[src/rtl/io881_task_pkg.sv]
// rtl/io881_task_pkg.sv - shared task-launch widths, thread kinds and entry size
package io881_task_pkg;

  localparam int CHAN_SEL_SIZE   = 3;
  localparam int THREAD_SEL_SIZE = 2;
  localparam int OPERAND_SIZE    = 8;
  localparam int TASK_ENTRY_SIZE = CHAN_SEL_SIZE + THREAD_SEL_SIZE + OPERAND_SIZE;

  typedef enum logic [1:0] {
    THREAD_INPUT    = 2'd0,
    THREAD_OUTPUT   = 2'd1,
    THREAD_REQUEST  = 2'd2,
    THREAD_RESERVED = 2'd3
  } thread_e;

endpackage

[src/rtl/task_fifo.sv]
// rtl/task_fifo.sv - one task launch queue: wrap-bit pointers, storage, count, gated head
module task_fifo #(
  parameter int WIDTH    = 13,
  parameter int DEPTH    = 8,
  parameter int PTR_SIZE = 3
) (
  input  logic                clk,
  input  logic                reset,
  input  logic [WIDTH-1:0]    push_data,
  input  logic                push,
  input  logic                pop,
  output logic [WIDTH-1:0]    head_data,
  output logic                head_valid,
  output logic                full,
  output logic [PTR_SIZE:0]   count
);

  logic [WIDTH-1:0]  mem [DEPTH];
  logic [PTR_SIZE:0] wptr;
  logic [PTR_SIZE:0] rptr;
  logic              empty;
  logic              do_push;
  logic              do_pop;

  assign empty   = (rptr == wptr);
  assign full    = (wptr[PTR_SIZE-1:0] == rptr[PTR_SIZE-1:0]) && (wptr[PTR_SIZE] != rptr[PTR_SIZE]);
  assign do_push = push && !full;
  assign do_pop  = pop && !empty;

  always_ff @(posedge clk or posedge reset) begin
    if (reset) begin
      wptr <= '0;
      rptr <= '0;
    end else begin
      if (do_push) wptr <= wptr + 1'b1;
      if (do_pop)  rptr <= rptr + 1'b1;
    end
  end

  // Storage is deliberately left unreset; emptiness is carried by the pointers alone.
  always_ff @(posedge clk) begin
    if (do_push) mem[wptr[PTR_SIZE-1:0]] <= push_data;
  end

  assign count      = wptr - rptr;
  assign head_valid = !empty;
  assign head_data  = empty ? '0 : mem[rptr[PTR_SIZE-1:0]];

endmodule

[src/rtl/task_launch_queue.sv]
// rtl/task_launch_queue.sv - steers launch requests by channel LSB into two fetcher FIFOs
module task_launch_queue #(
  parameter int CHAN_SEL_SIZE   = io881_task_pkg::CHAN_SEL_SIZE,
  parameter int THREAD_SEL_SIZE = io881_task_pkg::THREAD_SEL_SIZE,
  parameter int OPERAND_SIZE    = io881_task_pkg::OPERAND_SIZE,
  parameter int QUEUE_DEPTH     = 8,
  parameter int PTR_SIZE        = 3
) (
  input  logic                       clk,
  input  logic                       reset,
  input  logic [CHAN_SEL_SIZE:0]     req_channel,
  input  logic [THREAD_SEL_SIZE-1:0] req_thread,
  input  logic [OPERAND_SIZE-1:0]    req_operand,
  input  logic                       req_valid,
  output logic                       req_ready,
  output logic [CHAN_SEL_SIZE-1:0]   q0_task_channel,
  output logic [THREAD_SEL_SIZE-1:0] q0_task_thread,
  output logic [OPERAND_SIZE-1:0]    q0_task_operand,
  output logic                       q0_task_ready,
  input  logic                       q0_task_ack,
  output logic [PTR_SIZE:0]          q0_count,
  output logic [CHAN_SEL_SIZE-1:0]   q1_task_channel,
  output logic [THREAD_SEL_SIZE-1:0] q1_task_thread,
  output logic [OPERAND_SIZE-1:0]    q1_task_operand,
  output logic                       q1_task_ready,
  input  logic                       q1_task_ack,
  output logic [PTR_SIZE:0]          q1_count,
  output logic                       bad_req
);

  import io881_task_pkg::*;

  localparam int ENTRY_SIZE = CHAN_SEL_SIZE + THREAD_SEL_SIZE + OPERAND_SIZE;

  logic [ENTRY_SIZE-1:0] req_entry;
  logic [ENTRY_SIZE-1:0] head0;
  logic [ENTRY_SIZE-1:0] head1;
  logic [1:0]            full;
  logic                  reserved;
  logic                  push;

  assign reserved  = (req_thread == THREAD_SEL_SIZE'(THREAD_RESERVED));
  // Held low through reset so no request is taken while the queues are being cleared.
  assign req_ready = !reset && !full[req_channel[0]];
  assign push      = req_valid && req_ready && !reserved;
  assign req_entry = {req_channel[CHAN_SEL_SIZE:1], req_thread, req_operand};

  task_fifo #(.WIDTH(ENTRY_SIZE), .DEPTH(QUEUE_DEPTH), .PTR_SIZE(PTR_SIZE)) u_queue0 (
    .clk        (clk),
    .reset      (reset),
    .push_data  (req_entry),
    .push       (push && !req_channel[0]),
    .pop        (q0_task_ack),
    .head_data  (head0),
    .head_valid (q0_task_ready),
    .full       (full[0]),
    .count      (q0_count)
  );

  task_fifo #(.WIDTH(ENTRY_SIZE), .DEPTH(QUEUE_DEPTH), .PTR_SIZE(PTR_SIZE)) u_queue1 (
    .clk        (clk),
    .reset      (reset),
    .push_data  (req_entry),
    .push       (push && req_channel[0]),
    .pop        (q1_task_ack),
    .head_data  (head1),
    .head_valid (q1_task_ready),
    .full       (full[1]),
    .count      (q1_count)
  );

  assign {q0_task_channel, q0_task_thread, q0_task_operand} = head0;
  assign {q1_task_channel, q1_task_thread, q1_task_operand} = head1;

  always_ff @(posedge clk or posedge reset) begin
    if (reset) begin
      bad_req <= 1'b0;
    end else if (req_valid && reserved) begin
      bad_req <= 1'b1;
    end
  end

endmodule

[config.mk]
export PLATFORM = sky130hd
export DESIGN_NAME = task_launch_queue
export DESIGN_NICKNAME = d
export VERILOG_FILES = /design/src/rtl/io881_task_pkg.sv /design/src/rtl/task_fifo.sv /design/src/rtl/task_launch_queue.sv
export SDC_FILE = /design/constraint.sdc
export NUM_CORES = 1
export LEC_CHECK = 0
export ABC_AREA = 1
export BUFFER_PORTS_ARGS = -buffer_cell sky130_fd_sc_hd__buf_2
export CORE_MARGIN = 2
export CORE_UTILIZATION = 65
export CTS_CLUSTER_SIZE = 16
export DETAILED_ROUTE_END_ITERATION = 7
export GPL_ROUTABILITY_DRIVEN = 0
export PLACE_DENSITY_LB_ADDON = 0.12
export SETUP_SLACK_MARGIN = 0.2
export SYNTH_ARGS = -nofsm -noshare
export SYNTH_HDL_FRONTEND = slang
export SYNTH_SLANG_ARGS = --single-unit
[constraint.sdc]
create_clock -name clk -period 5.6 [get_ports clk]
set_clock_uncertainty 0.05 [all_clocks]
set_input_delay 1.68 -clock clk [delete_from_list [all_inputs] [get_ports clk]]
set_output_delay 1.68 -clock clk [all_outputs]
set_load 0.01 [all_outputs]
; Word-level counts from Yosys, hierarchy flattened
; Memory sizes are Yosys's and may differ from the RTL's.
; Index checks and enable logic that the tools add are counted.
; W data, S select, Z words.
[totals]
ff_bits = 17
in_bits = 19
mem_count = 2
wordCells = 49
ram_bits = 208
[mem_list]
columns = name, depth, width, read_ports, rd_ports_with_merged_regs, wr, line
row1 = u_queue0.mem, 8, 13, 1, 0, 1, task_fifo.sv:18  ; logic [WIDTH-1:0] mem [DEPTH];
row2 = u_queue1.mem, 8, 13, 1, 0, 1, task_fifo.sv:18
[classes]
n_addsub = 6
n_eq_ne = 7
muxes = 8
reduce_logical = 20
order_cmp = 1
[op_table]
columns = operator, n
row1 = $mux W13, 2
row2 = $add A4 B1 Y4 const B, 4
row3 = $logic_and A1 B1 Y1, 12
row4 = $eq A4 B4 Y1, 2
row5 = $logic_not A1 Y1, 8
row6 = $sub A4 B4 Y4, 2
row7 = $eq A3 B3 Y1, 2
row8 = $mux W1, 6
row9 = $eq A2 B2 Y1 const B, 1
row10 = $lt A1 B2 Y1 const B, 1
row11 = $ne A1 B1 Y1, 2

; Logic depth before layout (Yosys ltp)
; Gate-level depths: netlist of the first run.
[depth]
word_depth = 12
ltp_mapped = 12
mapped_depth_nobuf = 10

; Cells and area by module
; A second synthesis of the first run with hierarchy kept.
[hier_totals]
hier_cells = 1067
hier_area_um2 = 10493.8
[modules_own_cells]
columns = module, seq_area_each_um2, instances, cells_per_inst, area_each_um2
row1 = task_fifo, 3323.2, 2, 527, 5206.2
row2 = task_launch_queue, 25.0, 1, 13, 81.3

; Worst setup path after synthesis of the first run
; Ideal clock, no wire load.
[synth_path]
path_type = input-to-output
startpoint = input req_channel[0]
endpoint = output req_ready
arrival_ns = 2.216
stages = 5
n_path_buf = 1
slack_ns = 1.654
path_cell_list = buf_4 clkinv_4 nand3_1 nand2_1 nor2_4
[synth_via]
elab_chain_cells = 4
[synth_lines]
columns = element, line
row1 = from (decl), task_launch_queue.sv:11  ; input logic [CHAN_SEL_SIZE:0] req_channel,
row2 = $mux W1 (not written as such) (2 in a row), task_launch_queue.sv:44  ; assign req_ready = !reset && !full[req_channel[0]];
row3 = $logic_not A1 Y1, task_launch_queue.sv:44
row4 = $logic_and A1 B1 Y1, task_launch_queue.sv:44
row5 = to (decl), task_launch_queue.sv:15  ; output logic req_ready,
; Every way passes these cells. The select of a mux whose other input is x is not followed.

; Final worst setup path of the first run
[layout_path]
startpoint = register u_queue1.rptr[1]
endpoint = output q1_task_channel[2]
[layout_via]
elab_chain_cells = 2
[layout_lines]
columns = element, line
row1 = from (decl), task_fifo.sv:20  ; logic [PTR_SIZE:0] rptr;
row2 = from (signal assigned), task_fifo.sv:36  ; if (do_pop) rptr <= rptr + 1'b1;
row3 = $mem_v2 Z8 W13 / $eq A4 B4 Y1 (equally long branches), n/a
row4 = $mux W13 (*), task_fifo.sv:47  ; assign head_data = empty ? '0 : mem[rptr[PTR_SIZE-1:0]];
row5 = to (decl), task_launch_queue.sv:22  ; output logic [CHAN_SEL_SIZE-1:0] q1_task_channel,
; Mark *: on every way between the ends. The rest lies on a longest branch, timed or not.

==> Implementation_results.wiki, run 1 <==
{| class="wikitable"
! Metric !! Value
|-
| Result of the run || complete, no violations
|-
| Final setup violating endpoints || 0
|-
| Final global-route overflow total || 0
|-
| Proportion of layout cells with a drive suffix above 1 || 0.152
|-
| Count of clock tree sinks || 225
|-
| Io pins || 57
|-
| Area of the die || 15,600 µm²
|-
| Terminus of the critical flop-to-flop path || u_queue1.mem[5][9]
|-
| Critical Path Fanout Max || 43
|-
| Portion of synthesized cell area occupied by the leading cell type || 0.658
|-
| Total placed instance area || 9880 µm²
|-
| Relative slew slack || 0.232
|-
| Path depth of the worst reg2reg path || 10
|-
| Min cycle time layout || 4.65 ns
|-
| Placed Instances || 1,001
|-
| Wire per inst || 20.8 µm
|-
| Sequential cell area fraction in the yosys report || 0.703
|-
| Signed area change from the synthesized netlist to the final layout || 12.3%
|-
| Post-detail-place hpwl || 12,700 µm
|-
| Cell area after technology mapping || 9500 µm²
|-
| Asr flop ratio synth || 0.0756
|-
| Mean instance size in the synthesized netlist || 12.1 µm²
|-
| Metal2 WL || 11,100 µm
|-
| Least-Margin Pin Slew || 1.15 ns
|-
| Kind of path behind the tightest hold check || flop to flop
|-
| Clock power frac || 0.267
|-
| Count of mapped cells out of synthesis || 788
|-
| Startpoint Class || flop
|-
| Vias per cell || 6.07
|-
| TritonCTS clock tree || built
|-
| Iteration-0 DRC Markers || 708
|-
| Length of routed met3 wiring || 1200 µm
|-
| Worst setup path startpoint || u_queue1.rptr[1]
|-
| Post-CTS sizing || 0
|-
| Effective utilization at floorplan || 0.658
|-
| Die span in y || 125 µm
|-
| Count of maximum capacitance violations || 0
|-
| Critical path endpoint category || output port
|-
| Port-buffer cells || 56
|-
| Data arrival, critical path || 2.92 ns
|-
| Leak Pwr || 0.00388 µW
|-
| Final total negative setup slack || 0 ns
|-
| Critical Path Most Common Cell || sky130_fd_sc_hd__nand2_2
|-
| Max-slew violations || 0
|-
| Detailed-route DRC error count || 0
|-
| Inserted Diodes || 0
|-
| Dominant cell type by area after synthesis || sky130_fd_sc_hd__edfxtp_1
|-
| Initial antenna violation count || 0
|-
| Total Power || 5850 µW
|-
| Hold-fix buffer count after cts || 0
|-
| Yosys warning total || 0
|-
| Minimum setup slack in the final design || 0.947 ns
|-
| Vias in the first global route || 6,292
|-
| CTS Root Cell || sky130_fd_sc_hd__clkbuf_16
|-
| Final worst-path cycle share || 0.831
|-
| Clock H-tree levels || 1
|-
| Placeable Area || 14,400 µm²
|-
| Multi-input gate area in the final layout || 2460 µm²
|-
| Net switching component of the power || 2200 µW
|-
| Reg2Reg Setup Slack || 2.02 ns
|-
| Number of rows in the core area || 44
|-
| Total nets after synthesis || 819
|-
| Horizontal die dimension || 125 µm
|-
| Area of all sequential standard cells || 6670 µm²
|-
| Layout Cell Area excl Fill || 10,700 µm²
|-
| Longest Clk Path Bufs || 3
|-
| Count of endpoints failing hold in the final timing report || 0
|-
| Global-route usage over all layers || 0.277
|-
| Sequential cell fraction of total power || 0.345
|-
| Maximum VDD drop || 0.000455 V
|-
| Setup Buffers After CTS || 0
|-
| Cell with the largest stage delay on the worst path || sky130_fd_sc_hd__buf_4
|-
| Launch point of the worst reg-to-reg path || u_queue1.rptr[1]
|-
| Synth unique cells || 32
|-
| Largest cells by area after synthesis || sky130_fd_sc_hd__edfxtp_1 (66%), sky130_fd_sc_hd__nor2_1 (7.8%), sky130_fd_sc_hd__o21ai_0 (5.4%), sky130_fd_sc_hd__dfrtp_1 (4.5%), sky130_fd_sc_hd__nand2_1 (2.6%)
|-
| Routed wire length || 21,700 µm
|-
| Source-to-sink clock delay at the later pin of the worst-skew pair || 0.49 ns
|-
| Post-layout instance count excluding filler cells || 1,042
|-
| Prevailing post-synth register cell || sky130_fd_sc_hd__edfxtp_1
|-
| Unrepaired setup endpoints after global routing || false
|-
| Final-stage net count || 873
|-
| M1 wire length || 8560 µm
|-
| EDFF count, synth || 208
|-
| Sw Share || 0.377
|-
| Place WS || 1.28 ns
|-
| Crit path cell chain || buf_4, inv_1, ha_1, nand2_2, nor2_4, nand2_2, nand2_1, nor2_1, buf_2
|-
| Total clock buffers created by CTS || 23
|-
| Filler cell count in the final layout || 951
|-
| Post-detailed-route count of antenna-violating nets || 0
|-
| Via count || 6,329
|-
| Power density cells || 548 nW/µm²
|-
| DR top layer || met4
|-
| CTS clock-pin slew for the worst setup and hold paths || 0.06 ns
|-
| Capture point of the critical path || q1_task_channel[2]
|-
| Seq cells post-synth || 225
|-
| Category of the most critical setup path || flop to output port
|-
| Cell-internal power || 3640 µW
|-
| Global-route wire length before repair || 33,400 µm
|-
| Pin count of the biggest net entering global routing || 56
|-
| Maximum cell stage delay along the critical path || 0.40 ns
|-
| Required time of the critical path || 3.87 ns
|-
| Peak clock frequency supported by timing || 215 MHz
|-
| Detailed Routing Iterations Pass 1 || 5
|-
| Relative contribution of combinational cells to total power || 0.388
|}
-- Yosys cell counts (6+ instances only) --
master / count
sky130_fd_sc_hd__edfxtp_1: 208
sky130_fd_sc_hd__nor2_1: 198
sky130_fd_sc_hd__o21ai_0: 102
sky130_fd_sc_hd__nand2_1: 65
sky130_fd_sc_hd__o211ai_1: 26
sky130_fd_sc_hd__o22ai_1: 26
sky130_fd_sc_hd__inv_1: 22
sky130_fd_sc_hd__buf_2: 21
sky130_fd_sc_hd__dfrtp_1: 17
sky130_fd_sc_hd__nand3_1: 13
sky130_fd_sc_hd__xor2_1: 12
sky130_fd_sc_hd__buf_4: 10
sky130_fd_sc_hd__ha_1: 10
sky130_fd_sc_hd__nand2_2: 8
sky130_fd_sc_hd__nand4_1: 8
sky130_fd_sc_hd__o21ai_1: 7
sky130_fd_sc_hd__clkbuf_1: 6
-- power by group through the flow --
stage          registers, µW  clock network [µW]  logic (µW)
2_1_floorplan           2010                   0        1590
3_3_place_gp            2040                   0        2190
3_5_place_dp            2050                   0        2250
4_1_cts                 2020                1570        2270
5_1_grt                 2030                1640        2500
6_report                2020                1560        2270
-- layout make-up --
| cell class | count | share of cell area |
|---|---|---|
| Timing Repair Buffer | 74 | 0.0390 |
| Clock inverter | 9 | 0.0114 |
| Tap cell | 184 | 0.0216 |
| Sequential cell | 225 | 0.626 |
| Inverter | 27 | 0.0102 |
| Clock buffer | 32 | 0.0618 |
| Multi-Input combinational cell | 491 | 0.230 |
-- critical path: cells and delay by family, from the launching register on --
| family | cells | cell delay, ns |
|---|---|---|
| buffers and inverters | 3 | 0.95 |
| flip-flops | 1 | 0.33 |
| adder cells (fa/ha/maj) | 1 | 0.40 |
| AND/OR/NAND/NOR | 5 | 0.73 |
-- how the worst min path moves through the flow --
stage,endpoint,cells past startpoint,start
2_1_floorplan,u_queue0.wptr[3],2,u_queue0.wptr[3]
3_3_place_gp,bad_req,1,bad_req
3_5_place_dp,u_queue0.wptr[3],2,u_queue0.wptr[3]
4_1_cts,u_queue0.wptr[3],2,u_queue0.wptr[3]
5_1_grt,bad_req,1,bad_req
6_report,bad_req,1,bad_req
-- kinds of logic after synthesis --
logic type,synth area share
AND/OR/NAND/NOR,0.129
adder cells (fa/ha/maj),0.0174
XOR/XNOR,0.0129
buffers and inverters,0.0387
AO/OA/AOI/OAI,0.0991
flip-flops,0.703
-- per-stage QoR --
stage | hold WS, ns | util
2_1_floorplan | 0.414 | -
5_1_grt | 0.464 | 0.739
3_3_place_gp | 0.397 | 0.685
4_1_cts | 0.456 | 0.739
6_report | 0.454 | 0.739
3_5_place_dp | 0.441 | 0.685
-- registers in the layout (all words and copies together), names as in the netlist --
| name | cells |
|---|---|
| u_queue0.mem | 104 |
| u_queue1.mem | 104 |
| u_queue0.rptr | 4 |
| u_queue0.wptr | 4 |
| u_queue1.rptr | 4 |
| u_queue1.wptr | 4 |
| bad_req | 1 |
-- cells in the final DEF (no fill, tap or decap), types with 4 or more instances in the layout --
master	synthesis	layout
sky130_fd_sc_hd__nor2_1	198	198
sky130_fd_sc_hd__nand3_1	13	13
sky130_fd_sc_hd__inv_1	22	22
sky130_fd_sc_hd__clkbuf_1	6	4
sky130_fd_sc_hd__edfxtp_1	208	208
sky130_fd_sc_hd__clkbuf_16	0	23
sky130_fd_sc_hd__o22ai_1	26	26
sky130_fd_sc_hd__ha_1	10	10
sky130_fd_sc_hd__dfrtp_1	17	17
sky130_fd_sc_hd__clkbuf_8	0	5
sky130_fd_sc_hd__buf_2	21	56
sky130_fd_sc_hd__nand2_1	65	65
sky130_fd_sc_hd__o21ai_1	7	7
sky130_fd_sc_hd__xor2_1	12	12
sky130_fd_sc_hd__o21ai_0	102	102
sky130_fd_sc_hd__o211ai_1	26	26
sky130_fd_sc_hd__nand2_2	8	8
sky130_fd_sc_hd__buf_4	10	18
sky130_fd_sc_hd__nand4_1	8	8
-- metal layers --
metal	vias to the layer above	global-route usage
li1	2900	-
met5	-	0
met3	52	0.0309
met4	0	0.0987
met2	230	0.483
met1	3147	0.365
No activity file was read; power rests on OpenSTA's default activity.
==> run 2, diff against run 1 <==
ABC_AREA = 0   (was 1)
CORE_UTILIZATION = 60   (was 65)
clock period = 4.8 ns   (was 5.6 ns; I/O delays follow)
==> Implementation_results.wiki, run 2 <==
{| class="wikitable"
! Metric !! Value
|-
| Most used cells in the layout excluding fill and tap cells || sky130_fd_sc_hd__edfxtp_1 (208), sky130_fd_sc_hd__inv_1 (70), sky130_fd_sc_hd__buf_2 (56)
|-
| Die span in y || 127 µm
|-
| Required time of the critical path || 3.31 ns
|-
| Total clock buffers created by CTS || 23
|-
| Inserted Diodes || 0
|-
| Bufs and invs on worst path || 2
|-
| Mean instance size in the synthesized netlist || 18.8 µm²
|-
| Final setup violating endpoints || 0
|-
| Total nets after synthesis || 514
|-
| Vias in the first global route || 4,754
|-
| Maximum cell stage delay along the critical path || 0.48 ns
|-
| Detailed-route DRC error count || 0
|-
| Hold-fix buffer count after cts || 0
|-
| Initial antenna violation count || 0
|-
| Via count || 4,463
|-
| Pin count of the biggest net entering global routing || 31
|-
| Vias per cell || 5.83
|-
| Proportion of layout cells with a drive suffix above 1 || 0.290
|-
| Result of the run || complete, no violations
|-
| Area of all sequential standard cells || 6670 µm²
|-
| Max-slew violations || 0
|-
| Peak clock frequency supported by timing || 234 MHz
|-
| Post-layout instance count excluding filler cells || 766
|-
| Count of endpoints failing hold in the final timing report || 0
|-
| Seq cells post-synth || 225
|-
| Least-Margin Pin Slew || 0.823 ns
|-
| Count of mapped cells out of synthesis || 483
|-
| Asr flop ratio synth || 0.0756
|-
| Multi-input gate area in the final layout || 2060 µm²
|-
| Routed wire length || 17,000 µm
|-
| CTS clock-pin slew for the worst setup and hold paths || 0.06 ns
|-
| TritonCTS clock tree || built
|-
| Clock H-tree levels || 1
|-
| Critical path endpoint category || output port
|-
| Cell area after technology mapping || 9070 µm²
|-
| Cell with the largest stage delay on the worst path || sky130_fd_sc_hd__dfrtp_1
|-
| Global-route usage over all layers || 0.221
|-
| Largest cells by area after synthesis || sky130_fd_sc_hd__edfxtp_1 (69%), sky130_fd_sc_hd__mux4_2 (13%), sky130_fd_sc_hd__dfrtp_1 (4.7%), sky130_fd_sc_hd__inv_1 (2.9%), sky130_fd_sc_hd__o22ai_1 (1.8%)
|-
| Final global-route overflow total || 0
|-
| Synth unique cells || 33
|-
| Signed area change from the synthesized netlist to the final layout || 14.2%
|-
| Port-buffer cells || 56
|-
| Final-stage net count || 597
|-
| Startpoint Class || flop
|-
| Met3 capacity usage during global routing || 0.0321
|-
| Global-route wire length before repair || 26,600 µm
|-
| EDFF count, synth || 208
|-
| Most common cell after layout, fill and taps aside || sky130_fd_sc_hd__edfxtp_1
|-
| Setup Buffers After CTS || 0
|-
| Synth top cells by count || sky130_fd_sc_hd__edfxtp_1 (208), sky130_fd_sc_hd__inv_1 (70), sky130_fd_sc_hd__mux4_2 (52), sky130_fd_sc_hd__o22ai_1 (26), sky130_fd_sc_hd__dfrtp_1 (17)
|-
| Post-detailed-route count of antenna-violating nets || 0
|-
| Leak Pwr || 0.00377 µW
|-
| Source-to-sink clock delay at the later pin of the worst-skew pair || 0.49 ns
|-
| Maximum VDD drop || 0.000436 V
|-
| Minimum setup slack in the final design || 0.530 ns
|-
| Horizontal die dimension || 127 µm
|-
| Category of the most critical setup path || flop to output port
|-
| Io pins || 57
|-
| Post-detail-place hpwl || 10,200 µm
|-
| Power density cells || 600 nW/µm²
|-
| CTS Root Cell || sky130_fd_sc_hd__clkbuf_16
|-
| Prevailing post-synth register cell || sky130_fd_sc_hd__edfxtp_1
|-
| Portion of synthesized cell area occupied by the leading cell type || 0.689
|-
| Min cycle time layout || 4.27 ns
|-
| Number of rows in the core area || 44
|-
| Sequential cell area fraction in the yosys report || 0.736
|-
| Count of maximum capacitance violations || 0
|-
| Critical Path Fanout Max || 13
|-
| CP delay by family, top || simple AND/OR/NAND/NOR gates
|-
| Placeable Area || 14,600 µm²
|-
| GR Util met1 || 0.302
|-
| Final total negative setup slack || 0 ns
|-
| Unrepaired setup endpoints after global routing || false
|-
| Final worst-path cycle share || 0.890
|-
| Kind of path behind the tightest hold check || flop to flop
|-
| Routing layer with the top usage in global route || met2
|-
| Crit path cell chain || inv_1, ha_1, and3_1, nand2b_1, nand2_1, o22ai_1, buf_2
|-
| Place WS || 1.06 ns
|-
| Longest Clk Path Bufs || 3
|-
| Relative slew slack || 0.450
|-
| Wire per inst || 22.2 µm
|-
| Cell with the most instances after synthesis || sky130_fd_sc_hd__edfxtp_1
|-
| Data arrival, critical path || 2.78 ns
|-
| Iteration-0 DRC Markers || 361
|-
| Placed Instances || 725
|-
| Detailed Routing Iterations Pass 1 || 5
|-
| Yosys warning total || 0
|-
| Post-CTS sizing || 0
|-
| Dominant cell type by area after synthesis || sky130_fd_sc_hd__edfxtp_1
|-
| Count of clock tree sinks || 225
|-
| Effective utilization at floorplan || 0.619
|-
| Global routing met2 resource utilization || 0.386
|-
| Filler cell count in the final layout || 934
|-
| Area of the die || 16,100 µm²
|}
[run 2: cell types whose count changed in the layout (fill, tap and decap cells not counted), moves of 7 or more]
cell                       delta
sky130_fd_sc_hd__nor2_1     -185
sky130_fd_sc_hd__o21ai_0     -99
sky130_fd_sc_hd__mux4_2      +52
sky130_fd_sc_hd__nand2_1     -50
sky130_fd_sc_hd__inv_1       +48
sky130_fd_sc_hd__o211ai_1    -26
sky130_fd_sc_hd__xnor2_1      +9
sky130_fd_sc_hd__nand2_2      -8
sky130_fd_sc_hd__nand3_1      -7
sky130_fd_sc_hd__nand4_1      -7
sky130_fd_sc_hd__o21ai_1      -7
[run 2: through the flow]
step           total power [µW]   util  hold WS, ns  instance area (µm²)
6_report                   6210  0.707        0.407                10300
5_1_grt                    6550  0.707        0.429                10300
4_1_cts                    6280  0.707        0.411                10300
3_5_place_dp               4600  0.658        0.397                 9640
3_3_place_gp               4560  0.658        0.391                 9640
2_1_floorplan              3940      -        0.425                 9070
[run 2: power by group]
group | switching [µW] | leakage, µW | internal [µW] | total [µW]
Sequential | 104 | 0.00207 | 2270 | 2370
Combinational | 1200 | 0.00136 | 971 | 2170
Clock | 682 | 0.000337 | 983 | 1670
Total | 1980 | 0.00377 | 4220 | 6210
[run 2: cell families after synthesis]
| logic type | after synthesis | share of synthesized area |
|---|---|---|
| flip-flops | 225 | 0.736 |
| adder cells (fa/ha/maj) | 12 | 0.0182 |
| multiplexers | 55 | 0.133 |
| buffers and inverters | 86 | 0.0386 |
| XOR/XNOR | 18 | 0.0182 |
| AO/OA/AOI/OAI | 37 | 0.0284 |
| AND/OR/NAND/NOR | 50 | 0.0277 |
[run 2: final cells by class]
type,instances,share of cell area
flip-flops and latches,225,0.645
well taps,184,0.0222
clock buffers,34,0.0625
multi-input cells,172,0.199
repair buffers,74,0.0401
clock inverters,7,0.00592
inverters,70,0.0254
[run 2: per-layer routing]
metal	up-vias	routed length (µm)
li1	2018	-
met1	2319	7120
met2	103	8910
met3	23	670
met4	0	311
met5	-	0
[run 2: worst paths after layout]
path | end | slack [ns] | start | cells after the start
min reg2reg | bad_req | 0.41 | bad_req | 1
max | q0_task_channel[1] | 0.53 | u_queue0.wptr[0] | 7
max in group asynchronous | u_queue0.rptr[0] | 3.21 | reset | 2
min in group asynchronous | u_queue1.wptr[3] | 1.01 | reset | 2
max reg2reg | u_queue0.mem[5][3] | 1.87 | u_queue0.wptr[0] | 7
min | bad_req | 0.41 | bad_req | 1
